--- src/rtl/led_ctrl_pkg.sv ---
// rtl/led_ctrl_pkg.sv - shared mode enum and default sizing for the LED pattern controller
package led_ctrl_pkg;

    // Active display pattern; encoding matches the mode_sel input
    typedef enum logic [1:0] {
        BOUNCE = 2'd0,
        FILL   = 2'd1,
        BLINK  = 2'd2,
        OFF    = 2'd3
    } led_mode_e;

    localparam int DEF_N_LEDS   = 10;
    localparam int DEF_TICK_DIV = 2097152;

endpackage

--- src/rtl/led_tick_gen.sv ---
// rtl/led_tick_gen.sv - step prescaler counting 0..TICK_DIV-1 with clear and hold
module led_tick_gen
    import led_ctrl_pkg::*;
#(
    parameter int TICK_DIV = DEF_TICK_DIV
) (
    input  logic clk,
    input  logic rst,
    input  logic clr,
    input  logic hold,
    output logic step
);

    localparam int CW = (TICK_DIV > 2) ? $clog2(TICK_DIV) : 1;
    localparam logic [CW-1:0] LAST = CW'(TICK_DIV - 1);

    logic [CW-1:0] cnt_q;
    logic [CW-1:0] cnt_d;

    // Clear beats hold; step fires only on the edge that leaves LAST
    always_comb begin
        cnt_d = cnt_q;
        step  = 1'b0;
        if (clr) begin
            cnt_d = '0;
        end else if (!hold) begin
            if (cnt_q == LAST) begin
                cnt_d = '0;
                step  = 1'b1;
            end else begin
                cnt_d = cnt_q + 1'b1;
            end
        end
    end

    // Prescaler count register
    always_ff @(posedge clk or posedge rst) begin
        if (rst) begin
            cnt_q <= '0;
        end else begin
            cnt_q <= cnt_d;
        end
    end

endmodule

--- src/rtl/led_pattern_ctrl.sv ---
// rtl/led_pattern_ctrl.sv - LED pattern sequencer with mode handshake; optional PWM dimming via LED_PATTERN_CTRL_PWM_EN
module led_pattern_ctrl
    import led_ctrl_pkg::*;
#(
    parameter int N_LEDS   = DEF_N_LEDS,
    parameter int TICK_DIV = DEF_TICK_DIV
) (
    input  logic              clk,
    input  logic              rst,
    input  logic              mode_req,
    input  logic [1:0]        mode_sel,
    input  logic              pause,
`ifdef LED_PATTERN_CTRL_PWM_EN
    input  logic [3:0]        duty,
`endif
    output logic              mode_ack,
    output logic [1:0]        mode,
    output logic              tick,
    output logic [N_LEDS-1:0] led
);

    localparam int PW = (N_LEDS > 2) ? $clog2(N_LEDS) : 1;
    localparam logic [PW-1:0]     LAST_POS = PW'(N_LEDS - 1);
    localparam logic [N_LEDS-1:0] ONE      = N_LEDS'(1);

    logic step;

    led_mode_e         mode_q, mode_d;
    logic [N_LEDS-1:0] pat_q, pat_d;
    logic [PW-1:0]     pos_q, pos_d, pos_nx;
    logic              dir_up_q, dir_up_d;
    logic              tick_q, tick_d;
    logic              ack_q, ack_d;

    // A request clears the prescaler so the new pattern gets a full step period
    led_tick_gen #(
        .TICK_DIV (TICK_DIV)
    ) u_tick_gen (
        .clk  (clk),
        .rst  (rst),
        .clr  (mode_req),
        .hold (pause),
        .step (step)
    );

    // Next-state: a request wins over a coincident step; otherwise advance on step
    always_comb begin
        mode_d   = mode_q;
        pat_d    = pat_q;
        pos_d    = pos_q;
        dir_up_d = dir_up_q;
        tick_d   = 1'b0;
        ack_d    = 1'b0;
        pos_nx   = dir_up_q ? (pos_q + 1'b1) : (pos_q - 1'b1);
        if (mode_req) begin
            mode_d   = led_mode_e'(mode_sel);
            ack_d    = 1'b1;
            pos_d    = '0;
            dir_up_d = 1'b1;
            case (led_mode_e'(mode_sel))
                BOUNCE:  pat_d = ONE;
                BLINK:   pat_d = '1;
                default: pat_d = '0;
            endcase
        end else if (step) begin
            tick_d = 1'b1;
            case (mode_q)
                BOUNCE: begin
                    // Reverse on the very step that lands on an end
                    pos_d = pos_nx;
                    if (pos_nx == LAST_POS) begin
                        dir_up_d = 1'b0;
                    end else if (pos_nx == '0) begin
                        dir_up_d = 1'b1;
                    end
                    pat_d = ONE << pos_nx;
                end
                FILL:    pat_d = (&pat_q) ? '0 : {pat_q[N_LEDS-2:0], 1'b1};
                BLINK:   pat_d = ~pat_q;
                default: pat_d = '0;
            endcase
        end
    end

    // Pattern, mode and handshake registers
    always_ff @(posedge clk or posedge rst) begin
        if (rst) begin
            mode_q   <= BOUNCE;
            pat_q    <= ONE;
            pos_q    <= '0;
            dir_up_q <= 1'b1;
            tick_q   <= 1'b0;
            ack_q    <= 1'b0;
        end else begin
            mode_q   <= mode_d;
            pat_q    <= pat_d;
            pos_q    <= pos_d;
            dir_up_q <= dir_up_d;
            tick_q   <= tick_d;
            ack_q    <= ack_d;
        end
    end

`ifdef LED_PATTERN_CTRL_PWM_EN
    logic [3:0]        pwm_q;
    logic [N_LEDS-1:0] led_q;

    // Free-running PWM phase; led is gated by the phase at the edge it is loaded
    always_ff @(posedge clk or posedge rst) begin
        if (rst) begin
            pwm_q <= '0;
            led_q <= ONE;
        end else begin
            pwm_q <= pwm_q + 1'b1;
            led_q <= pat_d & {N_LEDS{pwm_q < duty}};
        end
    end

    assign led = led_q;
`else
    assign led = pat_q;
`endif

    assign mode     = mode_q;
    assign tick     = tick_q;
    assign mode_ack = ack_q;

endmodule

--- config.mk ---
export PLATFORM = sky130hd
export DESIGN_NAME = led_pattern_ctrl
export DESIGN_NICKNAME = d
export VERILOG_FILES = /design/src/rtl/led_ctrl_pkg.sv /design/src/rtl/led_tick_gen.sv /design/src/rtl/led_pattern_ctrl.sv
export SDC_FILE = /design/constraint.sdc
export NUM_CORES = 1
export LEC_CHECK = 0
export ABC_AREA = 1
export CORE_MARGIN = 2
export CORE_UTILIZATION = 57
export DETAILED_ROUTE_END_ITERATION = 10
export GPL_ROUTABILITY_DRIVEN = 0
export PLACE_DENSITY = 0.75
export SETUP_SLACK_MARGIN = 0.1
export SYNTH_ARGS = -nofsm -noshare
export SYNTH_HDL_FRONTEND = slang
export SYNTH_HIERARCHICAL = 1
export SYNTH_SLANG_ARGS = --single-unit
export TNS_END_PERCENT = 20
--- constraint.sdc ---
create_clock -name clk -period 2 [get_ports clk]
set_input_delay 0.4 -clock clk [delete_from_list [all_inputs] [get_ports clk]]
set_output_delay 0.4 -clock clk [all_outputs]
set_load 0.005 [all_outputs]
# [Word-level counts from Yosys, hierarchy flattened]
# Index checks and enable logic that the tools add are counted.
[totals] regBits=40 latch_bits=0 mem_bits_rw=0 mem_bits_ro=0 inputBits=6 output_inout_bits=14 word_cells=50 mem_count=0
[op_classes] add_sub_neg=3 mul=0 div_mod_pow=0 magnitude_cmp=0 n_eq_ne=6 shift=1 muxes=23 bitwise=1 reduce_logical=9
[op_table] cell="two-way mux 21 bit" count=3
[op_table] cell="two-way mux 10 bit" count=3
[op_table] cell="case mux 10 bit (3 select lines)" count=1
[op_table] cell="adder 21 x 1 -> 21 bit (second input constant)" count=1
[op_table] cell="equality test 21 bit (second input constant)" count=1
[op_table] cell="case mux 10 bit (2 select lines)" count=1
[op_table] cell="two-way mux 4 bit" count=4
[op_table] cell="two-way mux 1 bit" count=11
[op_table] cell="NOT 10 bit" count=1
[op_table] cell="AND reduction 10 bit" count=1
[op_table] cell="<< shifter 1 x 4 -> 10 bit (first input constant)" count=1
[op_table] cell="adder 4 x 1 -> 4 bit (second input constant)" count=1
[op_table] cell="equality test 2 bit (second input constant)" count=2
[op_table] cell="equality test 4 bit (second input constant)" count=1
[op_table] cell="logical NOT 2 bit" count=2
[op_table] cell="logical NOT 4 bit" count=1
[op_table] cell="nonzero test 2 bit" count=2
[op_table] cell="subtractor 4 x 1 -> 4 bit (second input constant)" count=1
[op_table] cell="AND reduction 3 bit" count=1
[op_table] cell="nonzero test 3 bit" count=1
[op_table] cell="equality test 2 x 1 -> 1 bit (second input constant)" count=1
[op_table] cell="inequality test 2 bit (second input constant)" count=1
[op_table] cell="AND reduction 2 bit" count=1

# [Depth between registers and ports, before layout]
# Gate-level depths: netlist of run 1.
[depth] ltp_word=8 mapped_depth=12

# [Modules after synthesis]
# Netlist of run 1, hierarchy kept.
[modules_own_cells] module="led_tick_gen" instances=1 cells_per_inst=180 area_each_um2=1307.5 seq_area_each_um2=525.5
[modules_own_cells] module="led_pattern_ctrl" instances=1 cells_per_inst=181 area_each_um2=1301.2 seq_area_each_um2=478.0

# [Least setup slack after synthesis of run 1]
# No wires, ideal clock.
[synth_path] path_kind="register to register" start="register dir_up_q" end="register dir_up_q" arrival_ps=1724 required_ps=1915 setup_slack_ps=191 stages_incl_launch_ff=12 path_buffers=0 synth_period_minus_slack_ps=1809 path_cell_list="dfstp_2 > inv_1 > ha_1 > inv_1 > ha_1 > inv_1 > nor3_2 > nand3_1 > nand3_1 > nand2_1 > nand2_1 > o21ai_2"
[synth_via] elab_chain_cells=6 elab_cells_between_ends=9
[synth_rtl] element="start, declared" line="led_pattern_ctrl.sv:31" rtl="logic dir_up_q, dir_up_d;"
[synth_rtl] element="start signal, assigned" line="led_pattern_ctrl.sv:98" rtl="dir_up_q <= dir_up_d;"
[synth_rtl] element="two-way mux 4 bit *" line="led_pattern_ctrl.sv:54" rtl="pos_nx = dir_up_q ? (pos_q + 1'b1) : (pos_q - 1'b1);"
[synth_rtl] element="equality test 4 bit" line="led_pattern_ctrl.sv:71" rtl="if (pos_nx == LAST_POS) begin"
[synth_rtl] element="two-way mux 1 bit" line="led_pattern_ctrl.sv:71"
[synth_rtl] element="two-way mux 1 bit" line="led_pattern_ctrl.sv:67" rtl="case (mode_q)"
[synth_rtl] element="two-way mux 1 bit" line="led_pattern_ctrl.sv:65" rtl="end else if (step) begin"
[synth_rtl] element="two-way mux 1 bit" line="led_pattern_ctrl.sv:55" rtl="if (mode_req) begin"
# Mark *: on every way between the ends. The rest lies on a longest branch, timed or not. The select of a mux whose other input is x is not followed.
# A chain may end at the register's enable or synchronous reset.

# [Worst setup path in the final report of run 1]
[layout_path] start="register pat_q[0] (netlist: led[0])" end="output port led[0]"
[layout_lines] element="start, declared" line="led_pattern_ctrl.sv:29" rtl="logic [N_LEDS-1:0] pat_q, pat_d;"
[layout_lines] element="start signal, assigned" line="led_pattern_ctrl.sv:96" rtl="pat_q <= pat_d;"
[layout_lines] element="end, declared" line="led_pattern_ctrl.sv:19" rtl="output logic [N_LEDS-1:0] led"
# No word-level cell between the ends.

==> results_dict.tcl, run 1 <==
set metrics [dict create \
    syn_to_final_growth_pct 20.19 \
    drc_errors 0 \
    worst_pin_slew_ps 433.2 \
    end_kind "output port" \
    hold_class "in -> async" \
    ys_seq_elements 40 \
    antenna_cells 0 \
    vdd_drop_max_mv 0.3843 \
    grt_usage_pct 23.68 \
    totalWireLength_um 5645 \
    grt_max_degree 22 \
    drv.max_cap_violation_count 0 \
    cp_max_fo 5 \
    finalHoldViolCount 0 \
    overflow 0 \
    synth_ff_type "dfrtp_1" \
    dr.first_iter.drc_count 151 \
    p_per_area_mw_per_mm2 628.0 \
    layout_common_cells "105 x nand2_1, 48 x nor2_1, 38 x dfrtp_1, 36 x inv_1, 31 x nand3_1" \
    grt_pass1_wl_um 9632 \
    design_power_total_uw 1969 \
    final.setup_skew_ps 9.812 \
    synth-simple-area-share_pct 41.39 \
    fmax_mhz 558.6 \
    numCtsBuffers 5 \
    syn_nets 375 \
    pre_cts_ws_ps -29.45 \
    hold-worst-slack_ps 462.7 \
    crit_buf_inv 1 \
    path_clk_slew_ps 90 \
    port_buffers 19 \
    synthDistinctLibCells 36 \
    clkLatencyLatePin_ps 290 \
    required_ps 1600 \
    dieHeight_um 71.65 \
    post-dp-hpwl_um 4203 \
    root_buffer "clkbuf_8" \
    finalWorstSetupSlack_ps 209.8 \
    synth_compound_area_share_pct 5.755 \
    wl_per_cell_um 12.35 \
    ys_async_sr_fraction_pct 100.0 \
    die_x_um 71.65 \
    final_util_pct 71.52 \
    synth_top_family_by_area "simple AND/OR/NAND/NOR gates" \
    h-tree-depth 2 \
    maxSlewHeadroom_pct 71.01 \
    layout_min_cycle_time_ps 1790 \
    clock_sinks 40 \
    synthMuxAreaShare_pct 0 \
    status "completed" \
    dieArea_mm2 0.005134 \
    crit_family "flip-flops" \
    syn-instance-count 361 \
    vias_per_cell 5.186 \
    num_vias 2370 \
    rsz0062_at_grt "yes" \
    cpMaxStageDelayCell "dfstp_2" \
    fin_crit_sh_pct 89.51 \
    power_leakage_uw 0.001408 \
    setup_violations 0 \
    layout_commonest_cell "nand2_1" \
    ys_seq_area_share_pct 38.47 \
    synth_adder_area_share_pct 4.125 \
    antenna_found_initial 0 \
    start_util_pct 59.50 \
    cp-start-kind "flop" \
    dpl_cell_area_mm2 0.002964 \
    synth_warnings 6 \
    crit_chain "clkdlybuf4s50_1" \
    coreArea_mm2 0.004384 \
    cts_max_path_buffers 2 \
    io_pins 20 \
    critPathArrivalTime_ps 1390 \
    cpPeakStageDelay_ps 590 \
    tritoncts "done" \
    nFillCells 375 \
    synth_edf_count 0 \
    drtAntennaViolNets 0 \
    first_global_vias 2212 \
    syn-cell-area_mm2 0.002609 \
    crit_type "reg -> out" \
    drive_gt1_share_pct 17.78 \
    synth_area_per_cell_um2 7.226 \
    fin_area_mm2 0.003136 \
    rows 24 \
    maxSlewViolCount 0 \
    synthXorXnorAreaFrac_pct 2.014 \
    first_pass_iters 4 \
    fin_nets 418 \
]
[metrics by stage]
step / std cells / TNS [ps]
2_1_floorplan: 361 / 0
3_3_place_gp: 447 / 0
3_5_place_dp: 447 / -37.96
4_1_cts: 455 / 0
5_1_grt: 457 / 0
6_report: 457 / 0
[kinds of logic (layout without fill, tap and decap cells)]
logic type	Yosys count	after routing
and+or+nand+nor	231	231
buffers and inverters	49	93
DFF	40	40
AOI/OAI and AO/OA	27	27
adders and majority gates	8	8
xor gates and xnor gates	6	6
[final cells by class]
cell class / count / area (µm²) / area share, %
Sequential cell: 40 / 1003 / 32.00
Timing Repair Buffer: 41 / 355.3 / 11.33
Clock buffer: 5 / 68.82 / 2.195
Multi-Input combinational cell: 272 / 1431 / 45.65
Inverter: 44 / 165.2 / 5.267
Tap cell: 52 / 65.06 / 2.075
Clock inverter: 3 / 46.29 / 1.476
[per-layer routing]
layer	vias up	track usage [%]	part of all wire [%]
met3	14	3.797	2.8
li1	1220	-	-
met5	-	0	0
met1	1085	28.91	44
met4	0	9.434	2.5
met2	51	41.67	50
[synthesized netlist by cell type (all sizes together), types with 4 or more instances]
library cell    n  area share [%]
a21oi          10             1.9
dfrtp          38              36
ha              7             3.4
inv            44             6.3
nand2         112              17
nand3          35             7.5
nand3b          5             1.4
nor2           61              11
o21ai          11             2.3
or2            10             2.5
xor2            4             1.3
[power breakdown]
group	internal [µW]	switching, µW
registers	849	43.1
clock network	376	301
logic	188	212
[final timing paths]
check                                     start                    to  slack [ps]  cells after the start
max                          led[0]$_DFFE_PP1P_                led[0]         210                      1
min                                         rst    led[6]$_DFFE_PP0P_         460                      3
max reg2reg                dir_up_q$_DFFE_PP1P_    led[5]$_DFFE_PP0P_         210                     11
min reg2reg                  led[0]$_DFFE_PP1P_    led[0]$_DFFE_PP1P_         520                      2
max in group asynchronous                   rst  dir_up_q$_DFFE_PP1P_        1270                      3
min in group clk             led[0]$_DFFE_PP1P_    led[0]$_DFFE_PP1P_         520                      2
[sequential cells by signal, indices dropped and copies added, names as in the netlist]
| signal | flops |
|---|---|
| u_tick_gen/cnt_q | 21 |
| led | 10 |
| pos_q | 4 |
| tick | 1 |
| mode | 2 |
| mode_ack | 1 |
| dir_up_q | 1 |
[what timing repair did]
action,CTS,global route
gates cloned,0,0
resized for setup,0,10
pin swaps,1,3
endpoints found under the setup margin,1,15
hold buffers,0,0
buffers inserted,0,2
Power figures use the tool's default switching activity.
==> run 2: changes to the inputs <==
Settings changed: CORE_ASPECT_RATIO from default to 0.8, CORE_UTILIZATION 57 to 45, PLACE_DENSITY 0.75 to 0.64.
Clock period 2 ns to 1.61 ns, I/O delays scaled along.
==> run 2 against run 1 <==
Total power increased by 25%. Combinational power up 62%. Highest routed layer unchanged. Global-route usage fell by 0.41 points. Critical path depth is 10 higher. Critical path type is now reg -> reg. The flow now finishes with violations (setup timing).
==> results_dict.tcl, run 2 (synthesis results as in run 1) <==
set metrics [dict create \
    finalHoldViolCount 0 \
    grt_max_degree 22 \
    cp_max_fo 6 \
    status "finished with violations" \
    maxSlewHeadroom_pct 69.83 \
    tns_ps -2289 \
    vias_per_cell 4.872 \
    setup_violations 14 \
    fin_nets 449 \
    port_buffers 19 \
    cpMaxStageDelayCell "dfstp_2" \
    seqPwrFrac_pct 45.0 \
    first_global_vias 2361 \
    syn_to_final_growth_pct 39.04 \
    end_kind "flop" \
    start_util_pct 47.21 \
    drv.max_cap_violation_count 0 \
    path_clk_slew_ps 80 \
    io_pins 20 \
    grt_pass1_wl_um 11450 \
    dieArea_mm2 0.006426 \
    first_pass_iters 5 \
    crit_chain "inv_4 -> ha_4 -> or2_4 -> nand2_4 -> nand2_4 -> nand2_4 -> buf_6 -> nand3_2 -> nand2_2 -> nand2_1 -> a21oi_1" \
    h-tree-depth 2 \
    overflow 0 \
    cp-start-kind "flop" \
    crit_type "reg -> reg" \
    critPathArrivalTime_ps 2060 \
    cpPeakStageDelay_ps 570 \
    numCtsBuffers 5 \
    crit_buf_inv 2 \
    layout_min_cycle_time_ps 1837 \
    hold-worst-slack_ps 394.4 \
    crit_family "simple AND/OR/NAND/NOR gates" \
    dieHeight_um 72.10 \
    final.setup_skew_ps 8.315 \
    drive_gt1_share_pct 33.26 \
    p_sw_uw 763.3 \
    dr.first_iter.drc_count 143 \
    tritoncts "done" \
    power_leakage_uw 0.001642 \
    cp-startpoint "dir_up_q$_DFFE_PP1P_" \
    grt_usage_pct 23.27 \
    finalWorstSetupSlack_ps -227.0 \
    clock_sinks 40 \
    fin_crit_sh_pct 114.1 \
    p_clk_share_pct 28.7 \
    cts_max_path_buffers 2 \
    violations "setup timing" \
    clkLatencyLatePin_ps 290 \
    dp.cells 497 \
    coreArea_mm2 0.005525 \
    post-dp-hpwl_um 4760 \
    p_int_uw 1707 \
    num_vias 2504 \
    regMostFlops "u_tick_gen/cnt_q" \
    drtAntennaViolNets 0 \
    rsz0062_at_grt "yes" \
    required_ps 1830 \
    antenna_cells 0 \
    fmax_mhz 544.4 \
    critPathMostFrequentCell "nand2_4" \
    wl_per_cell_um 13.46 \
    fin_cells 514 \
    r2r-start "dir_up_q$_DFFE_PP1P_" \
    totalWireLength_um 6919 \
    pwr-share-comb_pct 26.3 \
    rows 24 \
    die_x_um 89.13 \
    hold_class "in -> async" \
    switching_share_pct 30.91 \
    antenna_found_initial 0 \
    largest_register_ffs 21 \
    worst_pin_slew_ps 452.1 \
    maxSlewViolCount 0 \
    layout_commonest_cell "nand2_1" \
    p_per_area_mw_per_mm2 680.9 \
    final_util_pct 65.65 \
    layout_common_cells "91 x nand2_1, 47 x buf_4, 40 x nor2_1, 38 x dfrtp_1, 32 x inv_1" \
    vdd_drop_max_mv 0.4653 \
    drc_errors 0 \
    pre_cts_ws_ps -258.8 \
    root_buffer "clkbuf_8" \
]
## run 2: cell types whose count changed in the layout (fill, tap and decap cells not counted), sizes merged
cell / before / now
bufinv: 1 / 0
buf: 22 / 53
clkinvlp: 1 / 0
clkdlybuf4s50: 19 / 7
dlygate4sd2: 0 / 12
clkbuf: 5 / 8
inv: 45 / 44
## run 2: cell type report
| class | count | area (µm²) |
|---|---|---|
| Tap cell | 78 | 97.59 |
| Fill cell | 487 | 1898 |
| Clock buffer | 8 | 90.09 |
| Multi-Input combinational cell | 272 | 1655 |
| Timing Repair Buffer | 72 | 613.1 |
| Sequential cell | 40 | 1003 |
| Inverter | 44 | 167.7 |
## run 2: repair_timing
action / CTS / global route
setup endpoints to repair: 47 / 37
pin swaps: 9 / 10
hold buffers: 0 / 0
endpoints found under the hold margin: 0 / 0
setup buffers: 6 / 4
gates resized for setup: 41 / 34
## run 2: power by group through the flow
| stage | combinational (µW) | sequential [µW] | clock, µW |
|---|---|---|---|
| final | 650 | 1110 | 708 |
| after global routing | 711 | 1120 | 772 |
| after CTS | 580 | 1110 | 725 |
| after detailed placement | 520 | 1130 | 0 |
| after global placement | 513 | 1130 | 0 |
| after floorplan | 296 | 1120 | 0 |
## run 2: worst reg2reg max path: stages, from the launching register on
cell and delay [ps]:
dfstp_2 570, inv_4 60, ha_4 220, or2_4 260, nand2_4 70, nand2_4 70, nand2_4 100, buf_6 130
nand3_2 80, nand2_2 70, nand2_1 40, a21oi_1 110
## run 2: final timing paths
check	end	slack, ps	cells after the start
min in group clk	led[0]$_DFFE_PP1P_	520	2
max in group asynchronous	led[0]$_DFFE_PP1P_	940	3
worst max register to register	led[7]$_DFFE_PP0P_	-230	11
worst min register to register	led[0]$_DFFE_PP1P_	520	2
worst max-delay path	led[7]$_DFFE_PP0P_	-230	11
worst min-delay path	u_tick_gen/cnt_q[20]$_DFFE_PP0P_	390	3
## run 2: metal layers
layer / up-vias / global-route usage [%] / wire [µm] / part of all wire [%]
li1: 1278 / - / - / -
met5: - / 0 / 0 / 0
met2: 60 / 32.43 / 3048 / 44
met4: 0 / 6.302 / 54 / 0.78
met3: 5 / 3.868 / 385 / 5.6
met1: 1161 / 37.13 / 3430 / 50
## run 2: per-stage QoR
step,total power (µW),instance area (µm²)
floorplan,1420,2665
global placement,1644,3254
detailed placement,1653,3254
CTS,2416,3475
global route,2603,3627
finish,2470,3627
==> run 3: changes to the inputs <==
Settings changed: CORE_MARGIN 2 to 1.5, CORE_UTILIZATION 45 to 32, PLACE_DENSITY 0.64 to 0.48.
==> run 3 against run 2 <==
The flow still finishes with violations (setup timing). Sequential cell count did not move. Global-route usage fell by 6.4 points. Routed wire length rose by 2.8%. Sequential power barely moved. Critical path type unchanged. Die area rose by 35%. Setup slack improved by 1.3 ps. Register-to-register slack barely moved.
==> results_dict.tcl, run 3 (synthesis results as in run 1) <==
set metrics [dict create \
    h-tree-depth 2 \
    antenna_found_initial 0 \
    end_kind "flop" \
    numCtsBuffers 5 \
    finalHoldViolCount 0 \
    cts_max_path_buffers 2 \
    grt_pass1_wl_um 11850 \
    p_per_area_mw_per_mm2 651.0 \
    critPathMostFrequentCell "inv_4" \
    grt_max_degree 22 \
    drc_errors 0 \
    dieArea_mm2 0.008706 \
    layout_common_cells "84 x nand2_1, 48 x buf_4, 41 x nor2_1, 38 x dfrtp_1, 32 x inv_1" \
    path_clk_slew_ps 80 \
    seqPwrFrac_pct 45.4 \
    regMostFlops "u_tick_gen/cnt_q" \
    p_sw_uw 792.3 \
    r2r_cells 11 \
    required_ps 1830 \
    totalWireLength_um 7116 \
    layout_commonest_cell "nand2_1" \
    rows 29 \
    fmax_mhz 544.8 \
    dpl_cell_area_mm2 0.003307 \
    cp-startpoint "dir_up_q$_DFFE_PP1P_" \
    power_leakage_uw 0.001707 \
    vias_per_cell 4.597 \
    p_int_uw 1658 \
    finalWorstSetupSlack_ps -225.7 \
    cp-start-kind "flop" \
    overflow 0 \
    dr.first_iter.drc_count 110 \
    layout_min_cycle_time_ps 1836 \
    hold_class "in -> async" \
    fin_cells 544 \
    setup_violations 13 \
    final_util_pct 47.58 \
    num_vias 2501 \
    fin_crit_sh_pct 114.0 \
    pre_cts_ws_ps -255.2 \
    first_global_vias 2390 \
    wl_per_cell_um 13.08 \
    p_clk_share_pct 27.0 \
    final.setup_skew_ps 9.302 \
    cpMaxStageDelayCell "dfstp_2" \
    crit_chain "inv_4 -> ha_4 -> inv_4 -> ha_4 -> inv_4 -> nor3_4 -> nand3_2 -> nand3_2 -> nand2_2 -> nand2_2 -> o21ai_2" \
    vdd_drop_max_mv 0.4761 \
    drv.max_cap_violation_count 0 \
    maxSlewHeadroom_pct 69.59 \
    root_buffer "clkbuf_8" \
    dieHeight_um 83.76 \
    hold_buffers 0 \
    rsz0062_at_grt "yes" \
    clkLatencyLatePin_ps 290 \
    cp_max_fo 4 \
    switching_share_pct 32.34 \
    worst_pin_slew_ps 455.7 \
    io_pins 20 \
    first_pass_iters 4 \
    largest_register_ffs 21 \
    antenna_cells 0 \
    grt_usage_pct 16.91 \
    status "finished with violations" \
    cpPeakStageDelay_ps 580 \
    start_util_pct 32.98 \
    drive_gt1_share_pct 36.01 \
    tritoncts "done" \
    crit_type "reg -> reg" \
    post-dp-hpwl_um 4955 \
    clock_sinks 40 \
    pwr-share-comb_pct 27.6 \
    fin_area_mm2 0.003764 \
    syn_to_final_growth_pct 44.27 \
    violations "setup timing" \
    port_buffers 19 \
    die_x_um 103.9 \
    coreArea_mm2 0.007910 \
    critPathArrivalTime_ps 2060 \
    dp.cells 529 \
    r2r-start "dir_up_q$_DFFE_PP1P_" \
    fin_nets 449 \
    maxSlewViolCount 0 \
    drtAntennaViolNets 0 \
]
run 3: stage by stage:
| step | hold slack (ps) | total power [µW] | TNS (ps) |
|---|---|---|---|
| after global routing | 436.0 | 2599 | -3431 |
| after floorplan | 271.7 | 1420 | -227.2 |
| after detailed placement | 508.0 | 1648 | -5403 |
| after global placement | 502.3 | 1646 | -5628 |
| final | 401.6 | 2450 | -2205 |
| after CTS | 410.2 | 2360 | -1669 |
run 3: worst max-delay path, delay by kind of cell (launching register included):
kind | cells | cell delay [ps]
AOI/OAI and AO/OA | 1 | 40
adders and majority gates | 2 | 410
buffers and inverters | 3 | 170
DFF | 1 | 580
and+or+nand+nor | 5 | 570
run 3: metal layers:
| layer | GRT usage, % | wire length [µm] |
|---|---|---|
| met5 | 0 | 0 |
| met3 | 3.591 | 230 |
| met2 | 24.38 | 3023 |
| met1 | 25.81 | 3800 |
| met4 | 3.409 | 61 |
run 3: worst paths after layout:
kind | slack, ps | endpoint
worst min-delay path | 400 | mode_ack$_DFF_PP0_
worst min register to register | 520 | led[0]$_DFFE_PP1P_
worst max register to register | -230 | dir_up_q$_DFFE_PP1P_
worst max-delay path | -230 | dir_up_q$_DFFE_PP1P_
min in group clk | 520 | led[0]$_DFFE_PP1P_
max in group asynchronous | 940 | led[0]$_DFFE_PP1P_
run 3: what timing repair did:
item                       4_1_cts  5_1_grt
cloned                           1        0
buffers inserted                 3        3
gates resized for setup         46       50
setup endpoints to repair       47       36
pin swaps                       16       42
run 3: layout make-up:
cell class	count	area (µm²)
fill	826	4146
multi-input combinational	273	1773
sequential	40	1003
timing repair buffer	71	598.1
inverter	44	172.7
tap	108	135.1
clock buffer	7	76.32
clock inverter	1	5.005
run 3: power groups by stage:
stage | clock network (µW) | logic (µW) | registers [µW]
final | 661 | 675 | 1110
after global placement | 0 | 514 | 1130
after CTS | 688 | 560 | 1110
after detailed placement | 0 | 514 | 1130
after global routing | 735 | 741 | 1120
after floorplan | 0 | 296 | 1120
==> edit (settings of run 1) <==
Change the package constant `DEF_N_LEDS` from 10 to 5.
--- a/src/rtl/led_ctrl_pkg.sv
+++ b/src/rtl/led_ctrl_pkg.sv
@@ -9,7 +9,7 @@
         OFF    = 2'd3
     } led_mode_e;
 
-    localparam int DEF_N_LEDS   = 10;
+    localparam int DEF_N_LEDS   = 5;
     localparam int DEF_TICK_DIV = 2097152;
 
 endpackage
Interface: changed (resized led); port bits go from 20 to 15. No check against the original RTL was run, so the function may have changed too.
==> edit against run 1 <==
Worst setup slack improved by 0.050 ns. Count of clock-buffer cells in the layout rose by 2. Design area fell by 20%. Wire length fell by 25%. Synthesized area fell by 18%. Critical endpoint is now led[4]$_DFFE_PP0P_. Sequential cell count fell by 6. Maximum frequency rose by 2.9%.
Power is not compared: it rests on default switching activity, and its combinational part moved more than twofold at a synthesized area within 25%.
==> edit: results (changes against run 1) <==
metric;value;unit;change
Fmax achieved;575;MHz;+2.9%
overall global routing resource usage;0.238;;+0.000983
final std cells w/o fill;376;;-18%
VDD IR max;0.473;mV;
clock root buffer;clkbuf_8;;
DP Cell Count;367;;-18%
met2 WL;2110;um;-26%
final setup fails;0;;unchanged
FF-to-FF path depth;9;;-2
largest net degree at the start of global routing;22;;unchanged
Crit. End Element;flip-flop;;
CP max stage cell;fa_1;;
layout cell share with drive strength beyond 1;0.140;;-0.0375
Vias;1868;;-21%
worst slew pin tran;0.500;ns;+0.0673 ns
Highest Signal Layer;met4;;
synth top area cells;dfrtp_1, nand2_1, nor2_1;;
Worst-Skew Late Latency;0.28;ns;
flop2flop setup slack;0.26;ns;+0.05 ns
drt initial violations;94;;-38%
Pre-antenna DRT Iters;5;;+1
Distinct cells, synth;26;;-28%
R2R Path Start;pos_q[0]$_DFFE_PP0P_;;
Syn Area/Cell;7.21;um^2;-0.20%
CTS Buffer Depth;2;;unchanged
WL final;4220;um;-25%
dpl cell area;2390;um^2;-19%
asr flop ratio synth;1.00;;unchanged
Final nets;340;;-19%
crit path launch;pos_q[0]$_DFFE_PP0P_;;
number of antenna violations at the first check in global routing;0;;unchanged
worst stage delay on the critical path;0.50;ns;-0.09 ns
Syn. warnings;6;;unchanged
top cells by count, synth;nand2_1, nor2_1, inv_1;;
Worst-path clk slew;0.07;ns;-0.02 ns
register area share after synthesis;0.398;;+0.0137
met3 WL;150;um;-5.1%
synthesized net count;310;;-17%
final antenna diode count;0;;unchanged
Worst Hold Slack;0.464;ns;+0.00167 ns
leakage power;0.00113;uW;
PortBufs;14;;-5
total CTS buffers;5;;unchanged
M2 GR Usage;0.399;;-0.0174
max reg flops;21;;unchanged
Final Skew;0.00372;ns;-0.00609 ns
Gate power share;0.121;;
met1 WL;1910;um;-23%
pwr dens;563;nW/um^2;
pre-CTS setup slack;-0.0314;ns;-0.00195 ns
GR Layer Usage met1;0.296;;+0.00656
Final HPWL DP;3100;um;-26%
largest reg by FF count;u_tick_gen/cnt_q;;
first-pass GRT wire length;7670;um;-20%
met3 Usage GRT;0.0548;;+0.0168
status;completed;;
Worst R2R End;led[4]$_DFFE_PP0P_;;
crit path DAT;1.95;ns;+0.56 ns
vias in the first global route;1724;;-22%
edit: critical path: cells and delay by family, from the launching register on:
kind	cells	cell delay, ns
fa+ha+maj	1	0.50
flops	1	0.38
buf+inv	2	0.24
compound gates	1	0.11
simple gates	5	0.44
edit: cells by family after synthesis:
| family | Yosys count | synth area share |
|---|---|---|
| XOR/XNOR | 6 | 0.0245 |
| adder cells (fa/ha/maj) | 7 | 0.0444 |
| AND/OR/NAND/NOR | 184 | 0.389 |
| AO/OA/AOI/OAI | 22 | 0.0555 |
| buffers and inverters | 44 | 0.0882 |
| flip-flops | 34 | 0.398 |
edit: layout make-up:
cell class	count	area [um^2]
flip-flops and latches	34	853
repair buffers	26	230
well taps	48	60.1
fillers	324	1120
clock buffers	7	86.3
clock inverters	1	5.00
multi-input cells	219	1130
inverters	41	154
edit: repair_timing:
item | CTS | global route
buffers inserted | 0 | 1
endpoints found under the setup margin | 0 | 8
gates resized for setup | 0 | 5
